**src/rtl/axi_to_reg_burst.sv**
```systemverilog
// AXI4 subordinate to Regbus initiator bridge: every burst beat becomes one
// single-beat Regbus access, with one AXI transaction in flight at a time.

package axi_to_reg_burst_pkg;
   localparam int unsigned DefAddrWidth = 32;
   localparam int unsigned DefDataWidth = 32;
   localparam int unsigned DefIdWidth   = 4;

   typedef logic [1:0] resp_t;
   typedef logic [1:0] burst_t;

   localparam resp_t  RespOkay   = 2'b00;
   localparam resp_t  RespSlvErr = 2'b10;
   localparam burst_t BurstFixed = 2'b00;
   localparam burst_t BurstWrap  = 2'b10;

   typedef struct packed {
      logic [DefIdWidth-1:0]   id;
      logic [DefAddrWidth-1:0] addr;
      logic [7:0]              len;
      logic [2:0]              size;
      burst_t                  burst;
      logic                    lock;
      logic [3:0]              cache;
      logic [2:0]              prot;
      logic [3:0]              qos;
      logic [3:0]              region;
      logic [5:0]              atop;
      logic                    user;
   } aw_chan_t;

   typedef struct packed {
      logic [DefIdWidth-1:0]   id;
      logic [DefAddrWidth-1:0] addr;
      logic [7:0]              len;
      logic [2:0]              size;
      burst_t                  burst;
      logic                    lock;
      logic [3:0]              cache;
      logic [2:0]              prot;
      logic [3:0]              qos;
      logic [3:0]              region;
      logic                    user;
   } ar_chan_t;

   typedef struct packed {
      logic [DefDataWidth-1:0]   data;
      logic [DefDataWidth/8-1:0] strb;
      logic                      last;
      logic                      user;
   } w_chan_t;

   typedef struct packed {
      logic [DefIdWidth-1:0] id;
      resp_t                 resp;
      logic                  user;
   } b_chan_t;

   typedef struct packed {
      logic [DefIdWidth-1:0]   id;
      logic [DefDataWidth-1:0] data;
      resp_t                   resp;
      logic                    last;
      logic                    user;
   } r_chan_t;

   typedef struct packed {
      aw_chan_t aw;
      logic     aw_valid;
      w_chan_t  w;
      logic     w_valid;
      logic     b_ready;
      ar_chan_t ar;
      logic     ar_valid;
      logic     r_ready;
   } axi_req_t;

   typedef struct packed {
      logic    aw_ready;
      logic    ar_ready;
      logic    w_ready;
      logic    b_valid;
      b_chan_t b;
      logic    r_valid;
      r_chan_t r;
   } axi_rsp_t;

   typedef struct packed {
      logic [DefAddrWidth-1:0]   addr;
      logic                      write;
      logic [DefDataWidth-1:0]   wdata;
      logic [DefDataWidth/8-1:0] wstrb;
      logic                      valid;
   } reg_req_t;

   typedef struct packed {
      logic [DefDataWidth-1:0] rdata;
      logic                    error;
      logic                    ready;
   } reg_rsp_t;
endpackage

module axi_to_reg_burst #(
   parameter int unsigned DataWidth = axi_to_reg_burst_pkg::DefDataWidth,
   parameter int unsigned AddrWidth = axi_to_reg_burst_pkg::DefAddrWidth,
   parameter int unsigned IdWidth   = axi_to_reg_burst_pkg::DefIdWidth,
   parameter type axi_req_t = axi_to_reg_burst_pkg::axi_req_t,
   parameter type axi_rsp_t = axi_to_reg_burst_pkg::axi_rsp_t,
   parameter type reg_req_t = axi_to_reg_burst_pkg::reg_req_t,
   parameter type reg_rsp_t = axi_to_reg_burst_pkg::reg_rsp_t
) (
   input  logic     clk_i,
   input  logic     rst_ni,
   input  axi_req_t axi_req_i,
   output axi_rsp_t axi_rsp_o,
   output reg_req_t reg_req_o,
   input  reg_rsp_t reg_rsp_i
);
   import axi_to_reg_burst_pkg::RespOkay;
   import axi_to_reg_burst_pkg::RespSlvErr;
   import axi_to_reg_burst_pkg::BurstFixed;
   import axi_to_reg_burst_pkg::BurstWrap;

   localparam logic [2:0] MaxSize = 3'($clog2(DataWidth / 8));

   typedef enum logic [2:0] {IDLE, RD_REG, RD_RSP, WR_DATA, WR_RSP} state_e;

   state_e               state_q, state_d;
   logic [IdWidth-1:0]   id_q;
   logic [AddrWidth-1:0] addr_q, addr_next, step, wrap_mask;
   logic [7:0]           len_q, cnt_q;
   logic [2:0]           size_q;
   logic [1:0]           burst_q;
   logic                 size_err_q, err_q, rerr_q, last_wr_q;
   logic [DataWidth-1:0] rdata_q;
   logic                 aw_grant, ar_grant, beat_adv, rd_capture, wr_beat, is_last;
   logic                 unused;

   // Sideband fields (lock, cache, prot, qos, region, atop, user, w.last) are ignored.
   assign unused  = ^{axi_req_i, reg_rsp_i};
   assign is_last = (cnt_q == len_q);

   assign step      = AddrWidth'(1) << size_q;
   assign wrap_mask = ((AddrWidth'(len_q) + AddrWidth'(1)) << size_q) - AddrWidth'(1);

   always_comb begin
      case (burst_q)
         BurstFixed: addr_next = addr_q;
         BurstWrap:  addr_next = (addr_q & ~wrap_mask) | ((addr_q + step) & wrap_mask);
         default:    addr_next = addr_q + step;
      endcase
   end

   // NOTE: every output and strobe gets a default before the case, so no latch is inferred.
   always_comb begin
      state_d    = state_q;
      axi_rsp_o  = '0;
      reg_req_o  = '0;
      aw_grant   = 1'b0;
      ar_grant   = 1'b0;
      beat_adv   = 1'b0;
      rd_capture = 1'b0;
      wr_beat    = 1'b0;
      case (state_q)
         IDLE: begin
            // On a conflict, the channel not granted last time wins.
            aw_grant = axi_req_i.aw_valid && (!axi_req_i.ar_valid || !last_wr_q);
            ar_grant = axi_req_i.ar_valid && !aw_grant;
            axi_rsp_o.aw_ready = aw_grant;
            axi_rsp_o.ar_ready = ar_grant;
            if (aw_grant)      state_d = WR_DATA;
            else if (ar_grant) state_d = RD_REG;
         end
         RD_REG: begin
            if (size_err_q) begin
               rd_capture = 1'b1;
               state_d    = RD_RSP;
            end else begin
               reg_req_o.valid = 1'b1;
               reg_req_o.addr  = addr_q;
               if (reg_rsp_i.ready) begin
                  rd_capture = 1'b1;
                  state_d    = RD_RSP;
               end
            end
         end
         RD_RSP: begin
            axi_rsp_o.r_valid = 1'b1;
            axi_rsp_o.r.data  = rdata_q;
            axi_rsp_o.r.resp  = rerr_q ? RespSlvErr : RespOkay;
            axi_rsp_o.r.id    = id_q;
            axi_rsp_o.r.last  = is_last;
            if (axi_req_i.r_ready) begin
               if (is_last) begin
                  state_d = IDLE;
               end else begin
                  beat_adv = 1'b1;
                  state_d  = RD_REG;
               end
            end
         end
         WR_DATA: begin
            if (size_err_q) begin
               axi_rsp_o.w_ready = 1'b1;
               wr_beat           = axi_req_i.w_valid;
            end else begin
               reg_req_o.valid   = axi_req_i.w_valid;
               reg_req_o.write   = 1'b1;
               reg_req_o.addr    = addr_q;
               reg_req_o.wdata   = axi_req_i.w.data;
               reg_req_o.wstrb   = axi_req_i.w.strb;
               axi_rsp_o.w_ready = reg_rsp_i.ready;
               wr_beat           = axi_req_i.w_valid && reg_rsp_i.ready;
            end
            if (wr_beat) begin
               if (is_last) state_d  = WR_RSP;
               else         beat_adv = 1'b1;
            end
         end
         WR_RSP: begin
            axi_rsp_o.b_valid = 1'b1;
            axi_rsp_o.b.id    = id_q;
            axi_rsp_o.b.resp  = err_q ? RespSlvErr : RespOkay;
            if (axi_req_i.b_ready) state_d = IDLE;
         end
         default: state_d = IDLE;
      endcase
   end

   // NOTE: sequential state uses non-blocking assignments so all registers update together.
   always_ff @(posedge clk_i or negedge rst_ni) begin
      if (!rst_ni) begin
         state_q    <= IDLE;
         id_q       <= '0;
         addr_q     <= '0;
         len_q      <= '0;
         size_q     <= '0;
         burst_q    <= '0;
         cnt_q      <= '0;
         size_err_q <= 1'b0;
         err_q      <= 1'b0;
         rerr_q     <= 1'b0;
         rdata_q    <= '0;
         last_wr_q  <= 1'b0;
      end else begin
         state_q <= state_d;
         if (aw_grant) begin
            id_q       <= axi_req_i.aw.id;
            addr_q     <= AddrWidth'(axi_req_i.aw.addr);
            len_q      <= axi_req_i.aw.len;
            size_q     <= axi_req_i.aw.size;
            burst_q    <= axi_req_i.aw.burst;
            size_err_q <= axi_req_i.aw.size > MaxSize;
            cnt_q      <= '0;
            err_q      <= 1'b0;
            last_wr_q  <= 1'b1;
         end else if (ar_grant) begin
            id_q       <= axi_req_i.ar.id;
            addr_q     <= AddrWidth'(axi_req_i.ar.addr);
            len_q      <= axi_req_i.ar.len;
            size_q     <= axi_req_i.ar.size;
            burst_q    <= axi_req_i.ar.burst;
            size_err_q <= axi_req_i.ar.size > MaxSize;
            cnt_q      <= '0;
            err_q      <= 1'b0;
            last_wr_q  <= 1'b0;
         end
         if (beat_adv) begin
            cnt_q  <= cnt_q + 8'd1;
            addr_q <= addr_next;
         end
         if (rd_capture) begin
            rdata_q <= size_err_q ? '0 : reg_rsp_i.rdata;
            rerr_q  <= size_err_q | reg_rsp_i.error;
         end
         if (wr_beat) err_q <= err_q | size_err_q | reg_rsp_i.error;
      end
   end
endmodule

```
**config.mk**
```make
export PLATFORM = sky130hd
export DESIGN_NAME = axi_to_reg_burst
export DESIGN_NICKNAME = d
export VERILOG_FILES = /design/src/rtl/axi_to_reg_burst.sv
export SDC_FILE = /design/constraint.sdc
export NUM_CORES = 1
export LEC_CHECK = 0
export CAP_MARGIN = 0
export CORE_MARGIN = 4
export CORE_UTILIZATION = 44
export DETAILED_ROUTE_END_ITERATION = 7
export PLACE_DENSITY = 0.81
export RECOVER_POWER = 50
export SYNTH_ARGS = -nofsm -noshare
export SYNTH_HDL_FRONTEND = slang
export SYNTH_SLANG_ARGS = --single-unit
```
**constraint.sdc**
```tcl
create_clock -name clk_i -period 3.9 [get_ports clk_i]
set_input_delay 0.78 -clock clk_i [delete_from_list [all_inputs] [get_ports clk_i]]
set_output_delay 0.78 -clock clk_i [all_outputs]
set_load 0.01 [all_outputs]
```
# After elaboration in Yosys (flattened, before gate mapping)
# Index checks and enable logic that the tools add are counted.
# W data, S select, Z words.
# word_totals
elab_cells,111
output_inout_bits,122
inputBits,217
regBits,96
# classes
mux,57
reduce_logical,14
shifts,2
add_sub_neg,4
bitwise_logic,7
eq_ne,13
magnitude_cmp,2
# ops
cell,n
$mux W32,5
$pmux W32 S2,2
$mux W70,1
$and A32 B32 Y32,2
$mux W40,1
$mux W8,5
$mux W37,1
$add A32 B32 Y32,1
$not A32 Y32,1
$or A32 B32 Y32,1
$shl A1 B3 Y32 const A,1
$shl A9 B3 Y32,1
$sub A32 B1 Y32 const B,1
$mux W3,10
$mux W1,21
$pmux W3 S5,1
$mux W2,5
$add A8 B1 Y9 const B,1
$add A8 B1 Y8 const B,1
$eq A8 B8 Y1,1
$mux W4,2
$ne A2 B2 Y1 const B,4
$mux W7,1
$eq A3 B2 Y1 const B,2
other kinds (17),27

# Depth between registers and ports, before layout
# Gate-level depths: netlist of run 1.
# logic_depth
word_depth,9
ltp_mapped,17

# Worst setup path after synthesis of run 1
# Ideal clock, no wire load.
# synth_path
path_kind,register to register
start,register size_q[0]
end,register (tool-made name)
t_required_ns,3.775
slack_ns,0.731
setup_ns,0.125
arrival_time_ns,3.044
path_stages_with_launch,17
path_buffers,2
synth_period_minus_slack_ns,3.169
path_cell_list,dfrtp_1 > buf_6 > inv_2 > clkbuf_1 > nand3_1 > inv_1 > ha_1 > inv_1 > fa_1 > inv_1 > a21o_1 > a211oi_1 > nor2_1 > nand3_1 > o31ai_1 > a21oi_1 > mux2_2
# synth_rtl
element,line,rtl
"start, declared",132,logic [2:0] size_q;
"start signal, assigned",251,size_q <= axi_req_i.aw.size;
"start signal, assigned",261,size_q <= axi_req_i.ar.size;

==> metrics, run 1 <==
status finished, violations left; violated checks capacitance limit, slew limit; Crit Path Max Fanout 40; Leak Pwr 4.888 nW; Internal Power 4.337 mW; DRC violations left 0; hold bufs inserted after CTS 0; floorplan row count 48; initial antenna violation count 5; design area 11,410 um^2; Slew @ Worst Pin between 1.5 and 2 ns; Reg power frac 0.226; Die Width ~140 um; initial core utilization 0.4546; VDD IR max 488.1 uV; postcts setup bufs 0; Tcrit/Tclk final 0.9224; fmax 278.0 MHz; largest family of logic cells by synthesized area simple AND/OR/NAND/NOR gates; Comb pwr share 0.664; number of flops mapped to enable cells by yosys 0; nets 1,560; drt wl/cell 19.63 um; ANT nets after route 0; Setup-failing EPs final 0; Reg clk slew, reported paths 0.08 ns; worst stage delay on the critical path 0.73 ns; area grow syn2layout 43.61%; register area around 2400 um^2; count of unique library cells instantiated by Yosys 84; worst-case clock buffer depth 2; sw power 4.209 mW; total number of vias 8,968; clock sink count 96; Clock Skews 0.008930 ns; cells after synthesis 1,069; Slew Limit Fails 68; Switching Share 0.4925; Crit path buffers/inverters 3; vias in the first global route 8,625; Buffers on Ports 292; total track usage 0.2925; startpoint class of the critical path input pin; FF+latch count, synth 96; clock network power share 0.110; Avg Cell Area, Syn between 7 and 8 um^2; critical path, cell by cell dlygate4sd3_1, nor2_1, nor3_1, clkbuf_1, o22ai_1, clkbuf_2, nor2_1, a21oi_1, mux2_2; unrepaired setup endpoints after global routing no; Synth Area in Adders 0.02142; number of H-tree levels 3; Largest delay share family, worst path buffers and inverters; setup_tns 0 ns; mux cell area share after synthesis 0.01370; CP Capture Type register; Post-synth top flop dfrtp_1; slowest cell on the critical path clkbuf_2; largest net degree at the start of global routing 68; placed cell area 11,130 um^2; CTS tree yes; pwr dens roughly 750 nW/um^2; # IOs 339; Period minus WS final 3.597 ns; GPL Wtd Cong 0.9455; most frequent CP cell nor2_1; Die H 142.4 um; global-route wire length before repair 47.12 mm; Simple-Gate Fraction of Synth Area 0.3661; Synth async-reset ratio 1.000; Post-DP HPWL between 20 and 25 mm; final wirelength 30.70 mm; synth warn 0; share of cells above drive strength 1 0.06592; post-synthesis sequential area ratio 0.3024; Worst EP arrival 3.85 ns; Skew-Pair Late Insertion Delay 0.36 ns; DRT iter0 DRCs 663; Max-Cap Viols 1; normalized max-slew margin -0.1993; DR vias/cell 5.734; area of the multi-input gates a little over 5000 um^2; Synth Cell Area 7945 um^2; FILL cells 1,552; Hold Vio Cnt, Final 0; total CTS buffers 9; worst min-delay path class register to register; Crit path required time between 4 and 5 ns; Post-Synth XOR/XNOR Area 0.03638; GRT overflow 0; first drt pass iteration count 6; Compound-Gate Fraction of Synth Area 0.2030; WS Path Type input pin to register; Clk Tree Root Cell clkbuf_16; post_cts resized 0; Placeable Area 17,480 um^2; total die area 20,270 um^2
[synth_stat cells, types with 6 or more instances]
master	number	area, um^2
a211oi_1	13	97.59
a21o_1	8	60.06
a21oi_1	62	310.3
a31oi_1	34	212.7
and2_1	78	488.0
and3_1	54	337.8
buf_1	7	26.28
buf_2	8	40.04
buf_4	8	60.06
clkbuf_1	61	229.0
dfrtp_1	96	2402
ha_1	12	150.1
inv_1	19	71.32
mux2_2	6	67.56
nand2_1	200	750.7
nand2b_1	13	81.33
nand3_1	49	245.2
nand3b_1	35	262.8
nand4_1	8	50.05
nor2_1	64	240.2
nor3_1	24	120.1
nor4_1	6	37.54
o211ai_1	8	60.06
o21a_1	9	67.56
o21ai_0	41	205.2
o22ai_1	7	43.79
o31ai_1	14	105.1
or3_1	6	37.54
xnor2_1	19	166.4
xor2_1	14	122.6
[logic make-up (layout without fill, tap and decap cells)]
kind of cell,Yosys count,after routing
AND/OR/NAND/NOR,565,565
other,1,8
XOR/XNOR,33,33
adder cells (fa/ha/maj),13,13
multiplexers,10,10
AO/OA/AOI/OAI,244,244
buffers and inverters,107,370
flip-flops,96,96
[stage by stage]
step	worst slack [ns]	power [mW]	hold WS, ns	cells	util
6_report	0.3026	8.546	0.4647	1564	0.6528
5_1_grt	0.05441	9.201	0.4820	1564	0.6528
4_1_cts	0.4652	8.524	0.4669	1560	0.6548
3_5_place_dp	0.4187	7.550	0.4474	1544	0.6370
3_3_place_gp	0.4713	7.442	0.4433	1544	0.6370
2_1_floorplan	0.7310	5.507	0.4304	1072	-
[routing by layer]
metal | track usage | vias up | wire length (um)
met5 | 0 | - | 13
met4 | 0.1086 | 2 | 1039
met3 | 0.05746 | 60 | 2172
met2 | 0.5183 | 390 | 15570
met1 | 0.3516 | 4221 | 11900
li1 | - | 4295 | -
[power by group through the flow]
| stage | Combinational [mW] | Sequential [mW] | Clock (mW) |
|---|---|---|---|
| 2_1_floorplan | 3.82 | 1.69 | 0 |
| 3_3_place_gp | 5.54 | 1.90 | 0 |
| 3_5_place_dp | 5.62 | 1.93 | 0 |
| 4_1_cts | 5.66 | 1.91 | 0.954 |
| 5_1_grt | 6.21 | 1.99 | 0.997 |
| 6_report | 5.68 | 1.93 | 0.942 |
[layout by cell type (no fill, tap or decap), types with 24 or more instances in the layout]
master / count
clkdlybuf4s50_1: 289
nand2_1: 200
dfrtp_1: 96
and2_1: 78
nor2_1: 63
a21oi_1: 62
and3_1: 54
nand3_1: 49
o21ai_0: 41
nand3b_1: 35
buf_4: 35
a31oi_1: 34
nor3_1: 24
[worst min-delay path, stage by stage (launching register included)]
cell     delay (ns)
dfrtp_1        0.34
nand2_1        0.05
nand2_1        0.05
[area by class of cell]
class | count | share of cell area
timing repair buffer | 332 | 0.2805
antenna | 4 | 0.0008773
clock inverter | 7 | 0.007457
clock buffer | 9 | 0.01974
tap | 225 | 0.02467
multi-input combinational | 869 | 0.4490
inverter | 22 | 0.007238
sequential | 96 | 0.2105
[final timing paths]
kind,from,to,slack (ns),depth (start not counted)
setup / recovery,reg_rsp_i[0],register,0.30,9
hold / removal,rdata_q[27],rdata_q[27],0.46,2
setup reg to reg,len_q[3],register,0.37,11
hold reg to reg,rdata_q[27],rdata_q[27],0.46,2
max in group asynchronous,rst_ni,len_q[1],1.36,2
min in group asynchronous,rst_ni,async pin,0.86,1
Note: power is estimated with default switching activity, not from simulation.
==> inputs of run 2 (changes only) <==
==> constraint.sdc (replaced) <==
create_clock -name clk_i -period 3.9 [get_ports clk_i]
set_input_delay 0.78 -clock clk_i [delete_from_list [all_inputs] [get_ports clk_i]]
set_output_delay 0.78 -clock clk_i [all_outputs]
set_load 0.005 [all_outputs]
==> metrics, run 2 (same netlist as run 1, synthesis figures left out) <==
Crit Path Max Fanout 13 (-68%); Die H 142.4 um (unchanged); design area 11,410 um^2 (unchanged); Final Power 8.445 mW (-1.2%); VDD IR max 461.0 uV (-5.6%); pwr dens 740.2 nW/um^2 (-1.2%); Tcrit/Tclk final 0.9027 (-0.01972); total die area 20,270 um^2 (unchanged); Slew @ Worst Pin 1.954 ns (+0.1554 ns); area grow syn2layout 43.61% (unchanged); postcts setup bufs 0 (unchanged); normalized max-slew margin -0.3029 (-0.1036); most frequent cells in the layout clkdlybuf4s50_1 (289), nand2_1 (200), dfrtp_1 (96), and2_1 (77); worst min-delay path class register to register; total CTS buffers 9 (unchanged); Die Width 142.4 um (unchanged); Crit path required time 3.12 ns (-1.03 ns); worst-case clock buffer depth 2 (unchanged); setup_tns 0 ns (unchanged); DRT iter0 DRCs 822 (+24%); Hold Vio Cnt, Final 0 (unchanged); initial core utilization 0.4546 (unchanged); Clock Skews 0.01312 ns (+0.004187 ns); fmax 284.0 MHz (+2.2%); CTS tree yes; Post-DP HPWL 23.20 mm (-0.21%); Skew-Pair Late Insertion Delay 0.36 ns (about the same); Reg clk slew, reported paths 0.08 ns (about the same); Clk Tree Root Cell clkbuf_16; Max-Cap Viols 1 (unchanged); Worst EP arrival 2.74 ns (-1.11 ns); violated checks capacitance limit, slew limit; # IOs 339 (unchanged); total number of vias 9,039 (+0.79%); share of cells above drive strength 1 0.06236 (-0.003558); clock sink count 96 (unchanged); Slew Limit Fails 74 (+8.8%); startpoint class of the critical path input pin; unrepaired setup endpoints after global routing no; placed cell area 11,120 um^2 (-0.16%); largest net degree at the start of global routing 74 (+8.8%); drt wl/cell 19.48 um (-0.76%); vias in the first global route 8,452 (-2.0%); DRC violations left 0 (unchanged); number of H-tree levels 3 (unchanged); ANT nets after route 0 (unchanged); status finished, violations left; final wirelength 30.37 mm (-1.1%); CP Capture Type primary output; WS Path Type input pin to primary output; DR vias/cell 5.798 (+1.1%); Final Util 0.6528 (unchanged); Setup-failing EPs final 0 (unchanged); initial antenna violation count 5 (unchanged); most common cell after layout, fill and taps aside clkdlybuf4s50_1; Buffers on Ports 292 (unchanged); global-route wire length before repair 46.54 mm (-1.2%); GRT overflow 0 (unchanged); first drt pass iteration count 5 (-1); total track usage 0.2898 (-0.002730); nets 1,556 (-0.26%); Period minus WS final 3.521 ns (-0.07690 ns); Placeable Area 17,480 um^2 (unchanged); floorplan row count 48 (unchanged); Leak Pwr 4.876 nW (-0.25%); GPL Wtd Cong 0.9420 (-0.37%)
==> run 2: stage by stage <==
step	setup slack (ns)	cells	hold WS, ns
floorplan	0.7310	1072	0.4304
global placement	0.3018	1540	0.4425
detailed placement	0.2381	1540	0.4476
CTS	0.3367	1556	0.4653
global route	0.1660	1559	0.4882
finish	0.3795	1559	0.4614
==> run 2: final timing paths <==
path	start	to	slack, ns	cells past startpoint
min in group asynchronous	rst_ni	async pin	0.94	1
hold / removal	rdata_q[31]	rdata_q[31]	0.46	2
setup reg to reg	size_q[0]	register	0.41	13
hold reg to reg	rdata_q[31]	rdata_q[31]	0.46	2
max in group asynchronous	rst_ni	async pin	1.48	2
setup / recovery	axi_req_i[1]	axi_rsp_o[50]	0.38	6
==> run 2: layout make-up <==
cell class,count,area [um^2]
clock inverter,7,97.59
sequential,96,2402
timing repair buffer,328,3174
fill,1575,6067
tap,225,281.5
clock buffer,9,225.2
multi-input combinational,869,5139
antenna,3,7.507
inverter,22,82.58
==> run 2: metal layers <==
metal,up-vias,wire length (um),track usage
met5,-,13,0
met4,2,983,0.09505
met3,59,2653,0.05813
met2,423,15490,0.5168
met1,4259,11230,0.3500
li1,4296,-,-
==> run 2: repair_timing <==
item | in CTS | in global routing
endpoints found under the setup margin | 0 | 1
hold buffers | 0 | 0
gates resized for setup | 0 | 1
==> run 2: power breakdown <==
group | total [mW] | internal (mW) | leakage (nW) | switching, mW
registers | 1.93 | 1.42 | 1.18 | 0.511
clock network | 0.991 | 0.522 | 0.159 | 0.470
logic | 5.53 | 2.45 | 3.54 | 3.08
==> run 2: critical path, stage by stage <==
cell	delay (ns)
dlygate4sd3_1	0.59
nand2_1	0.08
nand3_1	0.45
nand2_1	0.29
inv_1	0.09
clkdlybuf4s50_1	0.45
==> inputs of run 3 (changes only) <==
==> constraint.sdc (replaced) <==
create_clock -name clk_i -period 3.9 [get_ports clk_i]
set_input_delay 0.975 -clock clk_i [delete_from_list [all_inputs] [get_ports clk_i]]
set_output_delay 0.975 -clock clk_i [all_outputs]
set_load 0.005 [all_outputs]
==> metrics, run 3 (same netlist as run 1, synthesis figures left out) <==
status finished, violations left; violated checks capacitance limit, slew limit; worst-case clock buffer depth 2 (unchanged); VDD IR max 549.5 uV (+19%); hold bufs inserted after CTS 0 (unchanged); most frequent CP cell nand2_1; r2r setup slk 0.36 ns (-0.05 ns); Worst EP arrival 2.76 ns (+0.02 ns); final std cells w/o fill 1,561 (+0.13%); GRT overflow 0 (unchanged); Max-Cap Viols 2 (+1); Clock Skews 0.01619 ns (+0.003071 ns); floorplan row count 48 (unchanged); first drt pass iteration count 5 (unchanged); Hold Vio Cnt, Final 0 (unchanged); postcts setup bufs 0 (unchanged); total track usage 0.2884 (-0.001423); Die Width 142.4 um (unchanged); Post-Place Worst Slack 0.1732 ns (-0.06484 ns); number of H-tree levels 3 (unchanged); Slew @ Worst Pin 2.557 ns (+0.6022 ns); largest net degree at the start of global routing 97 (+31%); CP Depth 6 (unchanged); CP Capture Type primary output; Leak Pwr 4.878 nW (about the same); global-route wire length before repair 46.69 mm (+0.33%); Final Power 8.422 mW (-0.28%); R2R depth 14 (+1); pwr dens 738.2 nW/um^2 (-0.27%); CTS tree yes; total die area 20,270 um^2 (unchanged); Setup-failing EPs final 0 (unchanged); clock sink count 96 (unchanged); Final Util 0.6528 (about the same); startpoint class of the critical path input pin; nets 1,557 (+0.064%); total number of vias 9,114 (+0.83%); area of the multi-input gates 5141 um^2 (about the same); unrepaired setup endpoints after global routing no; initial antenna violation count 7 (+2); Tcrit/Tclk final 0.9568 (+0.05405); Largest delay share family, worst path buffers and inverters; post_cts resized 0 (unchanged); FILL cells 1,591 (+1.0%); DRT iter0 DRCs 748 (-9.0%); worst r2r src size_q[0]; Buffers on Ports 292 (unchanged); WS Path Type input pin to primary output; worst stage delay on the critical path 0.59 ns (about the same); Slew Limit Fails 131 (+77%); Crit path required time 2.92 ns (-0.20 ns); design area 11,410 um^2 (about the same); ANT nets after route 0 (unchanged); most common cell after layout, fill and taps aside clkdlybuf4s50_1; Min-Delay Startpoint rdata_q[24]; Clk Tree Root Cell clkbuf_16; share of cells above drive strength 1 0.06532 (+0.002956); Hold EP rdata_q[24]; final wirelength 30.59 mm (+0.73%); normalized max-slew margin -0.7043 (-0.4015); vias in the first global route 8,748 (+3.5%); setup_tns 0 ns (unchanged); most frequent cells in the layout clkdlybuf4s50_1 (289), nand2_1 (200), dfrtp_1 (96), and2_1 (78), nor2_1 (63); # IOs 339 (unchanged); register area 2402 um^2 (unchanged); Skew-Pair Late Insertion Delay 0.36 ns (about the same); setup ws final 0.1687 ns (-0.2108 ns); area grow syn2layout 43.59% (about the same); Period minus WS final 3.731 ns (+0.2108 ns); fmax 268.0 MHz (-5.6%); Placeable Area 17,480 um^2 (unchanged); placed cell area 11,120 um^2 (about the same); initial core utilization 0.4546 (unchanged); worst hold stages 2 (unchanged); DR vias/cell 5.839 (+0.70%); total CTS buffers 9 (unchanged); Die H 142.4 um (unchanged); slowest cell on the critical path dlygate4sd3_1; GPL Wtd Cong 0.9475 (+0.58%); Reg clk slew, reported paths 0.08 ns (about the same); critical path, cell by cell dlygate4sd3_1, nand2_1, nand3_1, nand2_1, inv_1, clkdlybuf4s50_1; worst min-delay path class register to register; Crit path buffers/inverters 3 (unchanged); Fin Hold WS 0.4620 ns (+0.0006470 ns); drt wl/cell 19.60 um (+0.61%); DRC violations left 0 (unchanged); Post-DP HPWL 23.23 mm (+0.13%); Crit Path Max Fanout 5 (-8); Inst Count DP 1,541 (+0.065%)
==> run 3: cell count changes in the layout (fill, tap and decap cells not counted), moves of 2 or more <==
cell      before  now
buf_4         28   32
clkbuf_1       7    4
clkinv_8       1    3
inv_8          3    1
==> run 3: worst max-delay path by stage <==
stage               slack (ns)     startpoint       endpoint
floorplan                 0.73      size_q[0]       register
global placement          0.22  axi_req_i[69]       register
detailed placement        0.17   reg_rsp_i[0]       register
CTS                       0.35   axi_req_i[1]  axi_rsp_o[50]
global route              0.07   axi_req_i[1]  axi_rsp_o[50]
finish                    0.17   axi_req_i[1]  axi_rsp_o[50]
==> run 3: layer usage <==
| metal | routed length, um | up-vias | global-route usage |
|---|---|---|---|
| met3 | 2420 | 72 | 0.05376 |
| met2 | 15520 | 410 | 0.5088 |
| met5 | 27 | - | 0 |
| li1 | - | 4296 | - |
| met1 | 11380 | 4332 | 0.3425 |
| met4 | 1240 | 4 | 0.1251 |
==> run 3: layout make-up <==
cell class / count / area share
antenna: 4 / 0.0008774
clock inverter: 7 / 0.007458
sequential: 96 / 0.2106
inverter: 22 / 0.007238
multi-input combinational: 869 / 0.4506
timing repair buffer: 329 / 0.2788
tap: 225 / 0.02468
clock buffer: 9 / 0.01974
==> run 3: power breakdown <==
group	internal (mW)	switching [mW]
combinational	2.44	3.12
sequential	1.42	0.507
clock	0.460	0.479
==> run 3: tightest hold or removal path, delay by kind of cell, from the launching register on <==
| family | cells | cell delay [ns] |
|---|---|---|
| DFF | 1 | 0.34 |
| and+or+nand+nor | 2 | 0.10 |
